`config.mk`:
```
export PLATFORM = sky130hd
export DESIGN_NAME = hazard_ctrl
export DESIGN_NICKNAME = d
export VERILOG_FILES = /design/src/rtl/hazard_pkg.sv /design/src/rtl/hz_sat_counter.sv /design/src/rtl/hazard_ctrl.sv
export SDC_FILE = /design/constraint.sdc
export NUM_CORES = 1
export LEC_CHECK = 0
export ABC_AREA = 1
export BUFFER_PORTS_ARGS = -buffer_cell sky130_fd_sc_hd__buf_2
export CAP_MARGIN = 5
export CORE_ASPECT_RATIO = 1.2
export CORE_MARGIN = 4
export CORE_UTILIZATION = 55
export DETAILED_ROUTE_END_ITERATION = 8
export PLACE_DENSITY = 0.79
export SYNTH_ARGS = -nofsm -noshare
export SYNTH_HDL_FRONTEND = slang
export SYNTH_SLANG_ARGS = --single-unit
export TNS_END_PERCENT = 50
```
`constraint.sdc`:
```
create_clock -name clk -period 3.1 [get_ports clk]
set_clock_uncertainty 0.15 [all_clocks]
set_input_delay 0.31 -clock clk [delete_from_list [all_inputs] [get_ports clk]]
set_output_delay 0.31 -clock clk [all_outputs]
set_load 0.1 [all_outputs]
```
`src/rtl/hazard_pkg.sv`:
```
// Shared types and constants for the pipeline hazard controller.
// Holds the FSM state encoding, the hazard-case encoding and the register-source match helper.
package hazard_pkg;

    typedef enum logic {
        RUN  = 1'b0,
        MISS = 1'b1
    } fsm_t;

    typedef enum logic [2:0] {
        HZ_NONE     = 3'd0,
        HZ_MISS     = 3'd1,
        HZ_CTRL     = 3'd2,
        HZ_LOAD_USE = 3'd3,
        HZ_JAL      = 3'd4
    } hz_case_t;

    localparam logic [4:0] REG_X0 = 5'd0;

    // x0 is hardwired to zero, so a load targeting it can never create a dependency.
    function automatic logic src_hazard(input logic [4:0] rs,
                                        input logic       used,
                                        input logic [4:0] rd);
        return used && (rd != REG_X0) && (rs == rd);
    endfunction

endpackage

```
`src/rtl/hz_sat_counter.sv`:
```
// Saturating up-counter with synchronous clear; clear takes priority over increment.
module hz_sat_counter #(
    parameter int W = 32
) (
    input  logic         clk,
    input  logic         rst,
    input  logic         clr,
    input  logic         inc,
    output logic [W-1:0] q
);

    localparam logic [W-1:0] MAX_VAL = '1;
    localparam logic [W-1:0] ONE     = W'(1);

    logic [W-1:0] q_reg;
    logic [W-1:0] q_next;

    always_comb begin
        q_next = q_reg;
        if (clr) begin
            q_next = '0;
        end else if (inc && (q_reg != MAX_VAL)) begin
            q_next = q_reg + ONE;
        end
    end

    always_ff @(posedge clk or posedge rst) begin
        if (rst) begin
            q_reg <= '0;
        end else begin
            q_reg <= q_next;
        end
    end

    assign q = q_reg;

endmodule

```
`src/rtl/hazard_ctrl.sv`:
```
// Pipeline hazard controller: per-segment bubble/flush requests for load-use,
// control-transfer and data-cache-miss hazards, plus perf counters and a miss watchdog.
module hazard_ctrl
    import hazard_pkg::*;
#(
    parameter int CNT_W        = 32,
    parameter int MISS_TIMEOUT = 256
) (
    input  logic             clk,
    input  logic             rst,
    input  logic [4:0]       rs1_ID,
    input  logic [4:0]       rs2_ID,
    input  logic             rs1_used,
    input  logic             rs2_used,
    input  logic [4:0]       rd_EX,
    input  logic             load_EX,
    input  logic             br_taken_EX,
    input  logic             jalr_EX,
    input  logic             jal_ID,
    input  logic             dcache_miss,
    input  logic             dcache_done,
    input  logic             cnt_clr,
    output logic             bubbleF,
    output logic             bubbleD,
    output logic             bubbleE,
    output logic             bubbleM,
    output logic             bubbleW,
    output logic             flushF,
    output logic             flushD,
    output logic             flushE,
    output logic             flushM,
    output logic             flushW,
    output logic [CNT_W-1:0] stall_cycles,
    output logic [CNT_W-1:0] flush_events,
    output logic             miss_timeout
);

    localparam int              MC_W   = $clog2(MISS_TIMEOUT + 1);
    localparam logic [MC_W-1:0] MC_MAX = MC_W'(MISS_TIMEOUT);
    localparam logic [MC_W-1:0] MC_ONE = MC_W'(1);

    fsm_t            state_reg;
    fsm_t            state_next;
    logic [MC_W-1:0] miss_cnt_reg;
    logic [MC_W-1:0] miss_cnt_next;
    logic            miss_timeout_reg;
    logic            miss_timeout_next;

    hz_case_t        hz_case;
    logic            load_use;
    logic [4:0]      bubble_vec;
    logic [4:0]      flush_vec;
    logic            stall_inc;
    logic            flush_inc;

    logic [4:0]      rs_src [2];
    logic [1:0]      used_src;
    logic [1:0]      src_hit;

    assign rs_src[0]   = rs1_ID;
    assign rs_src[1]   = rs2_ID;
    assign used_src[0] = rs1_used;
    assign used_src[1] = rs2_used;

    generate
        for (genvar gi = 0; gi < 2; gi++) begin : g_src
            assign src_hit[gi] = src_hazard(rs_src[gi], used_src[gi], rd_EX);
        end
    endgenerate

    assign load_use = load_EX && (|src_hit);

    // While stalled on a miss every other hazard input is ignored.
    always_comb begin
        hz_case = HZ_NONE;
        if ((state_reg == MISS) || dcache_miss) begin
            hz_case = HZ_MISS;
        end else if (br_taken_EX || jalr_EX) begin
            hz_case = HZ_CTRL;
        end else if (load_use) begin
            hz_case = HZ_LOAD_USE;
        end else if (jal_ID) begin
            hz_case = HZ_JAL;
        end
    end

    // Vector bit order is F,D,E,M,W from MSB to LSB.
    always_comb begin
        bubble_vec = 5'b00000;
        flush_vec  = 5'b00000;
        case (hz_case)
            HZ_MISS: begin
                bubble_vec = 5'b11110;
                flush_vec  = 5'b00001;
            end
            HZ_CTRL: begin
                flush_vec  = 5'b01100;
            end
            HZ_LOAD_USE: begin
                bubble_vec = 5'b11000;
                flush_vec  = 5'b00100;
            end
            HZ_JAL: begin
                flush_vec  = 5'b01000;
            end
            default: begin
                bubble_vec = 5'b00000;
                flush_vec  = 5'b00000;
            end
        endcase
        if (rst) begin
            bubble_vec = 5'b00000;
            flush_vec  = 5'b11111;
        end
    end

    assign {bubbleF, bubbleD, bubbleE, bubbleM, bubbleW} = bubble_vec;
    assign {flushF,  flushD,  flushE,  flushM,  flushW}  = flush_vec;

    always_comb begin
        state_next        = state_reg;
        miss_cnt_next     = miss_cnt_reg;
        miss_timeout_next = miss_timeout_reg;
        case (state_reg)
            RUN: begin
                if (dcache_miss) begin
                    state_next = MISS;
                end
            end
            MISS: begin
                if (miss_cnt_reg != MC_MAX) begin
                    miss_cnt_next = miss_cnt_reg + MC_ONE;
                end
                if (miss_cnt_next == MC_MAX) begin
                    miss_timeout_next = 1'b1;
                end
                if (dcache_done) begin
                    state_next    = RUN;
                    miss_cnt_next = '0;
                end
            end
            default: begin
                state_next    = RUN;
                miss_cnt_next = '0;
            end
        endcase
    end

    always_ff @(posedge clk or posedge rst) begin
        if (rst) begin
            state_reg        <= RUN;
            miss_cnt_reg     <= '0;
            miss_timeout_reg <= 1'b0;
        end else begin
            state_reg        <= state_next;
            miss_cnt_reg     <= miss_cnt_next;
            miss_timeout_reg <= miss_timeout_next;
        end
    end

    assign miss_timeout = miss_timeout_reg;

    assign stall_inc = |bubble_vec;
    assign flush_inc = (hz_case == HZ_CTRL) || (hz_case == HZ_JAL);

    hz_sat_counter #(.W(CNT_W)) u_stall_cnt (
        .clk (clk),
        .rst (rst),
        .clr (cnt_clr),
        .inc (stall_inc),
        .q   (stall_cycles)
    );

    hz_sat_counter #(.W(CNT_W)) u_flush_cnt (
        .clk (clk),
        .rst (rst),
        .clr (cnt_clr),
        .inc (flush_inc),
        .q   (flush_events)
    );

endmodule

```
==> results of run 1 <==
-- worst max-delay path, cell delays in order (launching register included) --
cell and delay, ns:
dfrtp_1 0.60, nor2_1 0.19, nand2_1 0.18, inv_1 0.09, nor2_1 0.11, buf_2 0.44
-- cells in the final DEF, fill, tap and decap left out, drive strengths merged, types with 6 or more instances in the layout --
master    n
nand2   248
nor2    121
buf     106
nand3    85
inv      83
dfrtp    75
nand4    51
xor2     35
nor3     31
xnor2    22
clkbuf   10
o21ai     6
-- stage by stage --
| stage | setup TNS (ns) | hold WS, ns | area, µm² |
|---|---|---|---|
| 6_report | 0 | 0.0289 | 6250 |
| 5_1_grt | 0 | 0.0476 | 6250 |
| 4_1_cts | 0 | 0.0245 | 6250 |
| 3_5_place_dp | 0 | 0.303 | 5950 |
| 2_1_floorplan | -0.660 | 0.260 | 5460 |
| 3_3_place_gp | 0 | 0.293 | 5950 |
-- kinds of logic (layout without fill, tap and decap cells) --
family | count (synthesis) | in the layout
AO/OA/AOI/OAI | 15 | 15
buffers and inverters | 119 | 205
adder cells (fa/ha/maj) | 4 | 4
AND/OR/NAND/NOR | 543 | 543
other | 1 | 1
flip-flops | 75 | 75
XOR/XNOR | 57 | 57
-- worst max-delay path by stage --
stage / start / end / slack, ns / depth (start not counted)
floorplan: rst / flushE / -0.65 / 2
global placement: u_flush_cnt.q[1] / u_flush_cnt.q[16] / 0.85 / 9
detailed placement: u_flush_cnt.q[1] / u_flush_cnt.q[14] / 0.80 / 9
CTS: state_reg / bubbleF / 0.67 / 5
global route: state_reg / bubbleF / 0.54 / 5
finish: state_reg / bubbleF / 0.68 / 5
-- power groups by stage --
| stage | sequential (mW) | combinational [mW] | clock (mW) |
|---|---|---|---|
| after floorplan | 1.10 | 0.282 | 0 |
| after global placement | 1.05 | 0.400 | 0 |
| after detailed placement | 1.05 | 0.409 | 0 |
| after CTS | 1.03 | 0.411 | 1.07 |
| after global routing | 1.04 | 0.448 | 1.13 |
| final | 1.03 | 0.408 | 1.06 |
-- per-layer routing --
metal / part of all wire, % / vias to the layer above
met4: 2.3 / 0
met3: 5.8 / 25
met5: 0 / -
met1: 42 / 2577
met2: 50 / 184
li1: - / 2779
-- final cells by class --
type	instances	area, µm²	area share [%]
Tap cell	123	154	2.46
Timing Repair Buffer	106	548	8.77
Clock buffer	10	239	3.83
Clock inverter	5	53.8	0.861
Multi-Input combinational cell	620	3060	48.9
Sequential cell	75	1880	30.0
Inverter	84	319	5.11
==> results.sh, run 1 <==
export IMPL_netlist_area_leader_share_pct=34.4
export IMPL_netSwitchingPower_uw=782
export IMPL_peakVddDrop_uv=313
export IMPL_clock_path_buffers=2
export IMPL_synth_simple_area_share_pct=44.2
export IMPL_yosys_top_cells_area="dfrtp_1, nand2_1, nor2_1, nand3_1, nand4_1"
export IMPL_synth_edf_count=0
export IMPL_diodes=0
export IMPL_avgSynthCellArea_um2=6.70
export IMPL_status="finished, final reports clean"
export IMPL_swShare_pct=31.2
export IMPL_nets=926
export IMPL_rows=39
export IMPL_ys_seq_elements=75
export IMPL_use_met2_pct=44.9
export IMPL_clock_tree_root_cell="clkbuf_16"
export IMPL_synth_nets=844
export IMPL_crit_path_end_kind="output port"
export IMPL_grt_max_degree=76
export IMPL_vias=5565
export IMPL_wire_per_inst_um=14.5
export IMPL_routed_via_density=5.44
export IMPL_first_global_vias=5189
export IMPL_combPwrFrac_pct=16.3
export IMPL_synth_compound_area_share_pct=1.67
export IMPL_total_power_mw=2.50
export IMPL_htree_levels=3
export IMPL_pre_cts_ws_ns=0.799
export IMPL_hold_path_class="in -> reg"
export IMPL_start_util_pct=56.8
export IMPL_die_area_um2=11600
export IMPL_worst_pin_slew_ns=0.962
export IMPL_fmax_ghz=0.414
export IMPL_gr_total_overflow=0
export IMPL_p_int_mw=1.72
export IMPL_netlist_instances=814
export IMPL_hp_start="dcache_done"
export IMPL_hold_depth=2
export IMPL_arrival_ns=1.96
export IMPL_area_delta_synth_final_pct=14.4
export IMPL_fin_ws_ns=0.684
export IMPL_synth_top_family_by_area="simple AND/OR/NAND/NOR gates"
export IMPL_r2r_start="u_flush_cnt.q[1]"
export IMPL_cts_tree="yes"
export IMPL_fp_dieH_um=117
export IMPL_nFillCells=879
export IMPL_min_to="miss_cnt_reg[8]"
export IMPL_power_frac_seq_pct=41.3
export IMPL_met1_usage_pct=33.1
export IMPL_numCtsBuffers=9
export IMPL_io_buffers=99
export IMPL_slew_headroom_pct=35.9
export IMPL_reg2reg_slack_ns=0.76
export IMPL_postLayoutCoreUtil_pct=65.0
export IMPL_met3_usage_pct=2.96
export IMPL_startpoint_type="register"
export IMPL_detailed_place_hpwl_um=10900
export IMPL_pwr_share_clk_pct=42.5
export IMPL_ys_seq_area_share_pct=34.4
export IMPL_first_iter_violations=287
export IMPL_drive_gt1_share_pct=15.6
export IMPL_final_antenna_net_count=0
export IMPL_worstPathRequired_ns=2.64
export IMPL_antenna_found_initial=0
export IMPL_post_cts_buffers=0
export IMPL_leakage_nw=3.30
export IMPL_final_cells=1023
export IMPL_ios=101
export IMPL_place_inst=1008
export IMPL_top_usage_layer="met2"
export IMPL_finalSetupViolations=0
export IMPL_power_density_nw_per_um2=401
export IMPL_final_period_utilization_pct=77.9
export IMPL_synth_fa_ha_area_share_pct=0.917
export IMPL_fin_crit_ns=2.42
export IMPL_grt_setup_unrepaired="false"
export IMPL_slew_violations=0
export IMPL_core_um2=9610
export IMPL_synth_mux_area_share_pct=0
export IMPL_r2r_end="u_flush_cnt.q[14]"
export IMPL_synth_top_area_cell="dfrtp_1"
export IMPL_maxCapViolCount=0
export IMPL_grt_usage_pct=25.9
export IMPL_grt_pass1_wl_um=24500
export IMPL_clock_latency_ns=0.34
export IMPL_yosys_warnings=0
export IMPL_yosysMostFrequentCell="nand2_1"
export IMPL_post_route_drc_count=0
export IMPL_netlist_area_um2=5460
export IMPL_drt_wl_total_um=14800
export IMPL_crit_fanout=16
export IMPL_yosys_area_share_xor_xnor_pct=9.15
export IMPL_cts_hold_buf=0
export IMPL_synthArstFlopShare_pct=100
export IMPL_ys_types=34
export IMPL_worstSetupPathType="reg -> out"
export IMPL_path_clk_slew_ns=0.06
export IMPL_hold_viol=0
export IMPL_netlist_top_cells_count="nand2_1, nor2_1, inv_1"
export IMPL_cts_resized_gates=0
export IMPL_die_x_um=98.9
export IMPL_cts_sinks=75
export IMPL_dr_pass1_iters=5
export IMPL_synth_main_ff_cell="dfrtp_1"
export IMPL_reg2regPathDepth=9
export IMPL_gp_congestion=0.974
Power figures use the tool's default switching activity.
==> run 2: changes to the inputs <==
--- a/config.mk
+++ b/config.mk
@@ -5,14 +5,14 @@
 export SDC_FILE = /design/constraint.sdc
 export NUM_CORES = 1
 export LEC_CHECK = 0
-export ABC_AREA = 1
+export ABC_AREA = 0
 export BUFFER_PORTS_ARGS = -buffer_cell sky130_fd_sc_hd__buf_2
 export CAP_MARGIN = 5
 export CORE_ASPECT_RATIO = 1.2
 export CORE_MARGIN = 4
-export CORE_UTILIZATION = 55
+export CORE_UTILIZATION = 49
 export DETAILED_ROUTE_END_ITERATION = 8
-export PLACE_DENSITY = 0.79
+export PLACE_DENSITY = 0.76
 export SYNTH_ARGS = -nofsm -noshare
 export SYNTH_HDL_FRONTEND = slang
 export SYNTH_SLANG_ARGS = --single-unit
==> constraint.sdc (replaced) <==
create_clock -name clk -period 2.05 [get_ports clk]
set_clock_uncertainty 0.15 [all_clocks]
set_input_delay 0.205 -clock clk [delete_from_list [all_inputs] [get_ports clk]]
set_output_delay 0.205 -clock clk [all_outputs]
set_load 0.1 [all_outputs]
==> run 2 against run 1 <==
Against the previous run: the flow now finishes with violations (setup timing); wire length is essentially flat; cell count shrank 19%; setup slack lost 1.0 ns; sequential cell count is the same; critical path depth grew 2; die area shrank 8.3%; non-clock buffer count grew 114; via count shrank 13%; critical path type is now reg -> reg; largest power group is now sequential cells.
==> results.sh, run 2 <==
export IMPL_yosys_warnings=0
export IMPL_numCtsBuffers=9
export IMPL_gr_total_overflow=0
export IMPL_cp_cell_sequence="nand2_1 -> or4_4 -> or4_4 -> and4_4 -> nand4_1 -> xor2_1 -> nor2_1"
export IMPL_finalSetupViolations=65
export IMPL_peakVddDrop_uv=674
export IMPL_clock_latency_ns=0.36
export IMPL_first_global_vias=4755
export IMPL_netlist_instances=503
export IMPL_synthArstFlopShare_pct=100
export IMPL_diodes=0
export IMPL_netlist_area_um2=4430
export IMPL_ys_seq_elements=75
export IMPL_drive_gt1_share_pct=53.9
export IMPL_die_x_um=94.8
export IMPL_synth_top_area_cell="dfrtp_1"
export IMPL_pre_cts_ws_ns=-0.356
export IMPL_worstPathRequired_ns=2.14
export IMPL_vias=4843
export IMPL_avgSynthCellArea_um2=8.80
export IMPL_post_route_drc_count=0
export IMPL_worstSetupStartpoint="u_stall_cnt.q[22]"
export IMPL_final_cell_mix="buf_4, buf_2, nor2_1"
export IMPL_hold_path_class="in -> reg"
export IMPL_path_clk_slew_ns=0.09
export IMPL_total_power_mw=3.90
export IMPL_maxCapViolCount=0
export IMPL_leakage_nw=2.90
export IMPL_crit_top_cell="or4_4"
export IMPL_startpoint_type="register"
export IMPL_cts_tree="yes"
export IMPL_detailed_place_hpwl_um=9260
export IMPL_clock_path_buffers=2
export IMPL_hp_start="dcache_done"
export IMPL_drt_wl_total_um=14800
export IMPL_start_util_pct=50.9
export IMPL_yosysMostFrequentCell="dfrtp_1"
export IMPL_antenna_found_initial=0
export IMPL_htree_levels=3
export IMPL_rows=37
export IMPL_failed_checks="setup timing"
export IMPL_reg2regPathDepth=7
export IMPL_synth_main_ff_cell="dfrtp_1"
export IMPL_synth_edf_count=0
export IMPL_netlist_area_leader_share_pct=42.4
export IMPL_io_buffers=99
export IMPL_final_period_utilization_pct=116
export IMPL_die_area_um2=10600
export IMPL_nets=734
export IMPL_first_iter_violations=324
export IMPL_arrival_ns=2.48
export IMPL_status="complete, but fails checks"
export IMPL_slew_headroom_pct=65.5
export IMPL_gp_congestion=0.868
export IMPL_grt_usage_pct=26.2
export IMPL_final_cells=826
export IMPL_crit_path_end_kind="register"
export IMPL_clock_tree_root_cell="clkbuf_8"
export IMPL_fmax_ghz=0.419
export IMPL_grt_pass1_wl_um=22500
export IMPL_routed_via_density=5.86
export IMPL_fin_ws_ns=-0.338
export IMPL_grt_max_degree=44
export IMPL_ios=101
export IMPL_final_antenna_net_count=0
export IMPL_place_inst=802
export IMPL_worst_pin_slew_ns=0.518
export IMPL_critPathSlowestCell="or4_4"
export IMPL_max_stage_delay_ns=0.55
export IMPL_yosys_top_cells_area="dfrtp_1, xnor2_1, nor2_1, a21oi_1, nand3_1"
export IMPL_power_density_nw_per_um2=565
export IMPL_worstSetupPathType="reg -> reg"
export IMPL_ys_seq_area_share_pct=42.4
export IMPL_fin_crit_ns=2.39
export IMPL_slew_violations=0
export IMPL_hold_viol=0
export IMPL_grt_setup_unrepaired="true"
export IMPL_crit_fanout=5
export IMPL_reg2reg_slack_ns=-0.34
export IMPL_cts_sinks=75
export IMPL_r2r_start="u_stall_cnt.q[22]"
export IMPL_wire_per_inst_um=17.9
export IMPL_synth_nets=533
export IMPL_core_um2=8700
export IMPL_holdWs_ns=0.0532
export IMPL_fp_dieH_um=112
export IMPL_netlist_top_cells_count="dfrtp_1, nor2_1, a21oi_1, nand2_1, nand3_1"
export IMPL_dr_pass1_iters=4
export IMPL_layout_commonest_cell="buf_4"
export IMPL_hold_depth=2
export IMPL_area_delta_synth_final_pct=56.0
export IMPL_ys_types=50
-- run 2: what timing repair did --
| action | CTS | global route |
|---|---|---|
| hold buffers | 1 | 0 |
| pin swaps | 42 | 18 |
| buffers inserted | 2 | 1 |
| gates resized for setup | 44 | 30 |
| hold endpoints to repair | 7 | 0 |
| setup endpoints to repair | 67 | 69 |
| gates cloned | 2 | 2 |
-- run 2: metrics by stage --
| step | util (%) | setup TNS, ns | instance area (µm²) |
|---|---|---|---|
| floorplan | - | -29.31 | 4860 |
| global placement | 71.5 | -12.39 | 6230 |
| detailed placement | 71.5 | -15.17 | 6230 |
| CTS | 77.2 | -9.79 | 6720 |
| global route | 79.4 | -19.78 | 6910 |
| finish | 79.4 | -15.33 | 6910 |
-- run 2: layout make-up --
class | instances | area (µm²)
tap | 117 | 146
multi-input combinational | 380 | 2820
inverter | 18 | 71.3
timing repair buffer | 220 | 1610
clock buffer | 11 | 141
fill | 544 | 1800
clock inverter | 5 | 77.6
sequential | 75 | 2040
-- run 2: path summary, 6_finish.rpt --
check / to
min reg2reg: miss_timeout
min in group asynchronous: u_flush_cnt.q[16]
max reg2reg: u_stall_cnt.q[27]
min: miss_cnt_reg[4]
max: u_stall_cnt.q[27]
max in group asynchronous: miss_timeout
-- run 2: worst max-delay path, delay by kind of cell, from the launching register on --
| family | cells | cell delay (ns) |
|---|---|---|
| xor gates and xnor gates | 1 | 0.18 |
| DFF | 1 | 0.42 |
| and+or+nand+nor | 6 | 1.52 |
-- run 2: layer usage --
layer / vias up / wire length [µm] / global-route usage [%]
met1: 2381 / 5930 / 33.1
met3: 51 / 732 / 3.42
met2: 169 / 7610 / 44.7
li1: 2242 / - / -
met4: 0 / 535 / 10.7
met5: - / 0 / 0
-- run 2: power by group --
group | total (mW) | internal, mW | leakage (nW) | switching [mW]
combinational | 0.986 | 0.350 | 1.87 | 0.636
clock | 1.30 | 0.716 | 0.109 | 0.580
sequential | 1.62 | 1.55 | 0.926 | 0.0713
-- run 2: cells by family after synthesis --
kind of cell    Yosys count  synth area share, %
compound gates           91                 12.4
xor+xnor                 40                 7.91
fa+ha+maj                 4                 1.13
buf+inv                  49                 4.92
flops                    75                 42.4
mux                       8                 2.01
other cells               1               0.0847
simple gates            235                 29.2
==> run 3: changes to the inputs <==
--- a/config.mk
+++ b/config.mk
@@ -5,14 +5,14 @@
 export SDC_FILE = /design/constraint.sdc
 export NUM_CORES = 1
 export LEC_CHECK = 0
-export ABC_AREA = 0
+export ABC_AREA = 1
 export BUFFER_PORTS_ARGS = -buffer_cell sky130_fd_sc_hd__buf_2
 export CAP_MARGIN = 5
 export CORE_ASPECT_RATIO = 1.2
 export CORE_MARGIN = 4
-export CORE_UTILIZATION = 49
+export CORE_UTILIZATION = 51
 export DETAILED_ROUTE_END_ITERATION = 8
-export PLACE_DENSITY = 0.76
+export PLACE_DENSITY = 0.77
 export SYNTH_ARGS = -nofsm -noshare
 export SYNTH_HDL_FRONTEND = slang
 export SYNTH_SLANG_ARGS = --single-unit
==> run 3 against run 2 <==
Against the previous run: the flow now finishes without violations; wire length rose by 9.0%; combinational power is 22% lower; non-clock buffer count is 58 lower; utilization is 14 points lower.
==> results.sh, run 3 (synthesized netlist as in run 1, its figures left out) <==
export IMPL_post_route_drc_count=0
export IMPL_drt_wl_total_um=16100
export IMPL_arrival_ns=2.10
export IMPL_leakage_nw=3.65
export IMPL_slew_headroom_pct=43.5
export IMPL_wire_per_inst_um=14.9
export IMPL_total_power_mw=3.88
export IMPL_postLayoutCoreUtil_pct=65.7
export IMPL_start_util_pct=52.2
export IMPL_io_buffers=99
export IMPL_routed_via_density=5.38
export IMPL_grt_max_degree=58
export IMPL_first_global_vias=5558
export IMPL_r2r_end="u_flush_cnt.q[24]"
export IMPL_path_clk_slew_ns=0.06
export IMPL_cts_sinks=75
export IMPL_area_delta_synth_final_pct=26.0
export IMPL_hold_viol=0
export IMPL_rows=41
export IMPL_power_density_nw_per_um2=565
export IMPL_clock_latency_ns=0.34
export IMPL_grt_usage_pct=26.3
export IMPL_gr_total_overflow=0
export IMPL_core_um2=10500
export IMPL_layout_commonest_cell="nand2_1"
export IMPL_final_period_utilization_pct=96.2
export IMPL_vias=5827
export IMPL_worstSetupPathType="reg -> reg"
export IMPL_reg2reg_slack_ns=0.08
export IMPL_reg2regPathDepth=10
export IMPL_die_x_um=102
export IMPL_fin_crit_ns=1.97
export IMPL_cts_tree="yes"
export IMPL_maxCapViolCount=0
export IMPL_r2r_start="u_flush_cnt.q[0]"
export IMPL_fmax_ghz=0.507
export IMPL_htree_levels=3
export IMPL_hold_path_class="in -> async"
export IMPL_diodes=0
export IMPL_startpoint_type="register"
export IMPL_drive_gt1_share_pct=20.7
export IMPL_slew_violations=0
export IMPL_final_antenna_net_count=0
export IMPL_clock_path_buffers=2
export IMPL_fp_dieH_um=121
export IMPL_dr_pass1_iters=5
export IMPL_nets=982
export IMPL_grt_pass1_wl_um=26200
export IMPL_crit_path_end_kind="register"
export IMPL_final_cell_mix="nand2_1, nor2_1, buf_2"
export IMPL_die_area_um2=12400
export IMPL_worst_pin_slew_ns=0.845
export IMPL_status="finished, final reports clean"
export IMPL_worstPathRequired_ns=2.18
export IMPL_crit_fanout=16
export IMPL_finalSetupViolations=0
export IMPL_clock_tree_root_cell="clkbuf_16"
export IMPL_numCtsBuffers=9
export IMPL_peakVddDrop_uv=346
export IMPL_ios=101
export IMPL_detailed_place_hpwl_um=11900
export IMPL_gp_congestion=1.02
export IMPL_first_iter_violations=296
export IMPL_antenna_found_initial=0
[run 3: layer usage]
metal	vias up	routed length, µm	global-route usage [%]
met5	-	0	0
met4	0	658	10.7
met3	52	986	4.77
met2	212	8210	45.2
met1	2685	6290	31.9
li1	2878	-	-
[run 3: area by class of cell]
class | count | area [µm²]
tap | 129 | 161
clock buffer | 11 | 243
fill | 949 | 3590
timing repair buffer | 162 | 1140
sequential | 75 | 1880
inverter | 84 | 319
multi-input combinational | 620 | 3100
clock inverter | 3 | 40.0
[run 3: how the worst max path moves through the flow]
stage	cells past startpoint	startpoint	endpoint	slack, ns
CTS	10	u_flush_cnt.q[0]	u_flush_cnt.q[7]	0.04
finish	10	u_flush_cnt.q[0]	u_flush_cnt.q[24]	0.08
floorplan	2	rst	flushE	-1.49
global placement	10	u_flush_cnt.q[0]	u_flush_cnt.q[16]	0.14
global route	10	u_flush_cnt.q[0]	u_flush_cnt.q[30]	-0.01
detailed placement	10	u_flush_cnt.q[0]	u_flush_cnt.q[7]	0.07
[run 3: what timing repair did]
item | CTS | global route
endpoints found under the hold margin | 20 | 0
resized for setup | 0 | 6
buffers inserted | 0 | 1
setup endpoints to repair | 0 | 37
hold buffers | 3 | 0
[run 3: through the flow]
| step | std cells | worst slack (ns) | cell area [µm²] | setup TNS [ns] | hold slack [ns] |
|---|---|---|---|---|---|
| finish | 1084 | 0.0770 | 6870 | 0 | 0.102 |
| detailed placement | 1064 | 0.0676 | 6480 | 0 | 0.258 |
| CTS | 1081 | 0.0410 | 6790 | 0 | 0.135 |
| floorplan | 814 | -1.49 | 5480 | -36.71 | 0.155 |
| global route | 1084 | -0.0118 | 6870 | -0.0300 | 0.208 |
| global placement | 1064 | 0.144 | 6480 | 0 | 0.259 |
[run 3: power breakdown]
part           switching [mW]  internal [mW]
Sequential             0.0294           1.52
Clock                   0.611          0.958
Combinational           0.550          0.220
[run 3: critical path, cell delays in order (launching register included)]
cell and delay, ns:
dfrtp_1 0.37, ha_2 0.20, inv_1 0.09, nor2_4 0.12
nand2_2 0.11, nor2_4 0.14, nand4_4 0.17, nand3_4 0.20
clkbuf_16 0.20, nand3_1 0.09, nand2_1 0.07
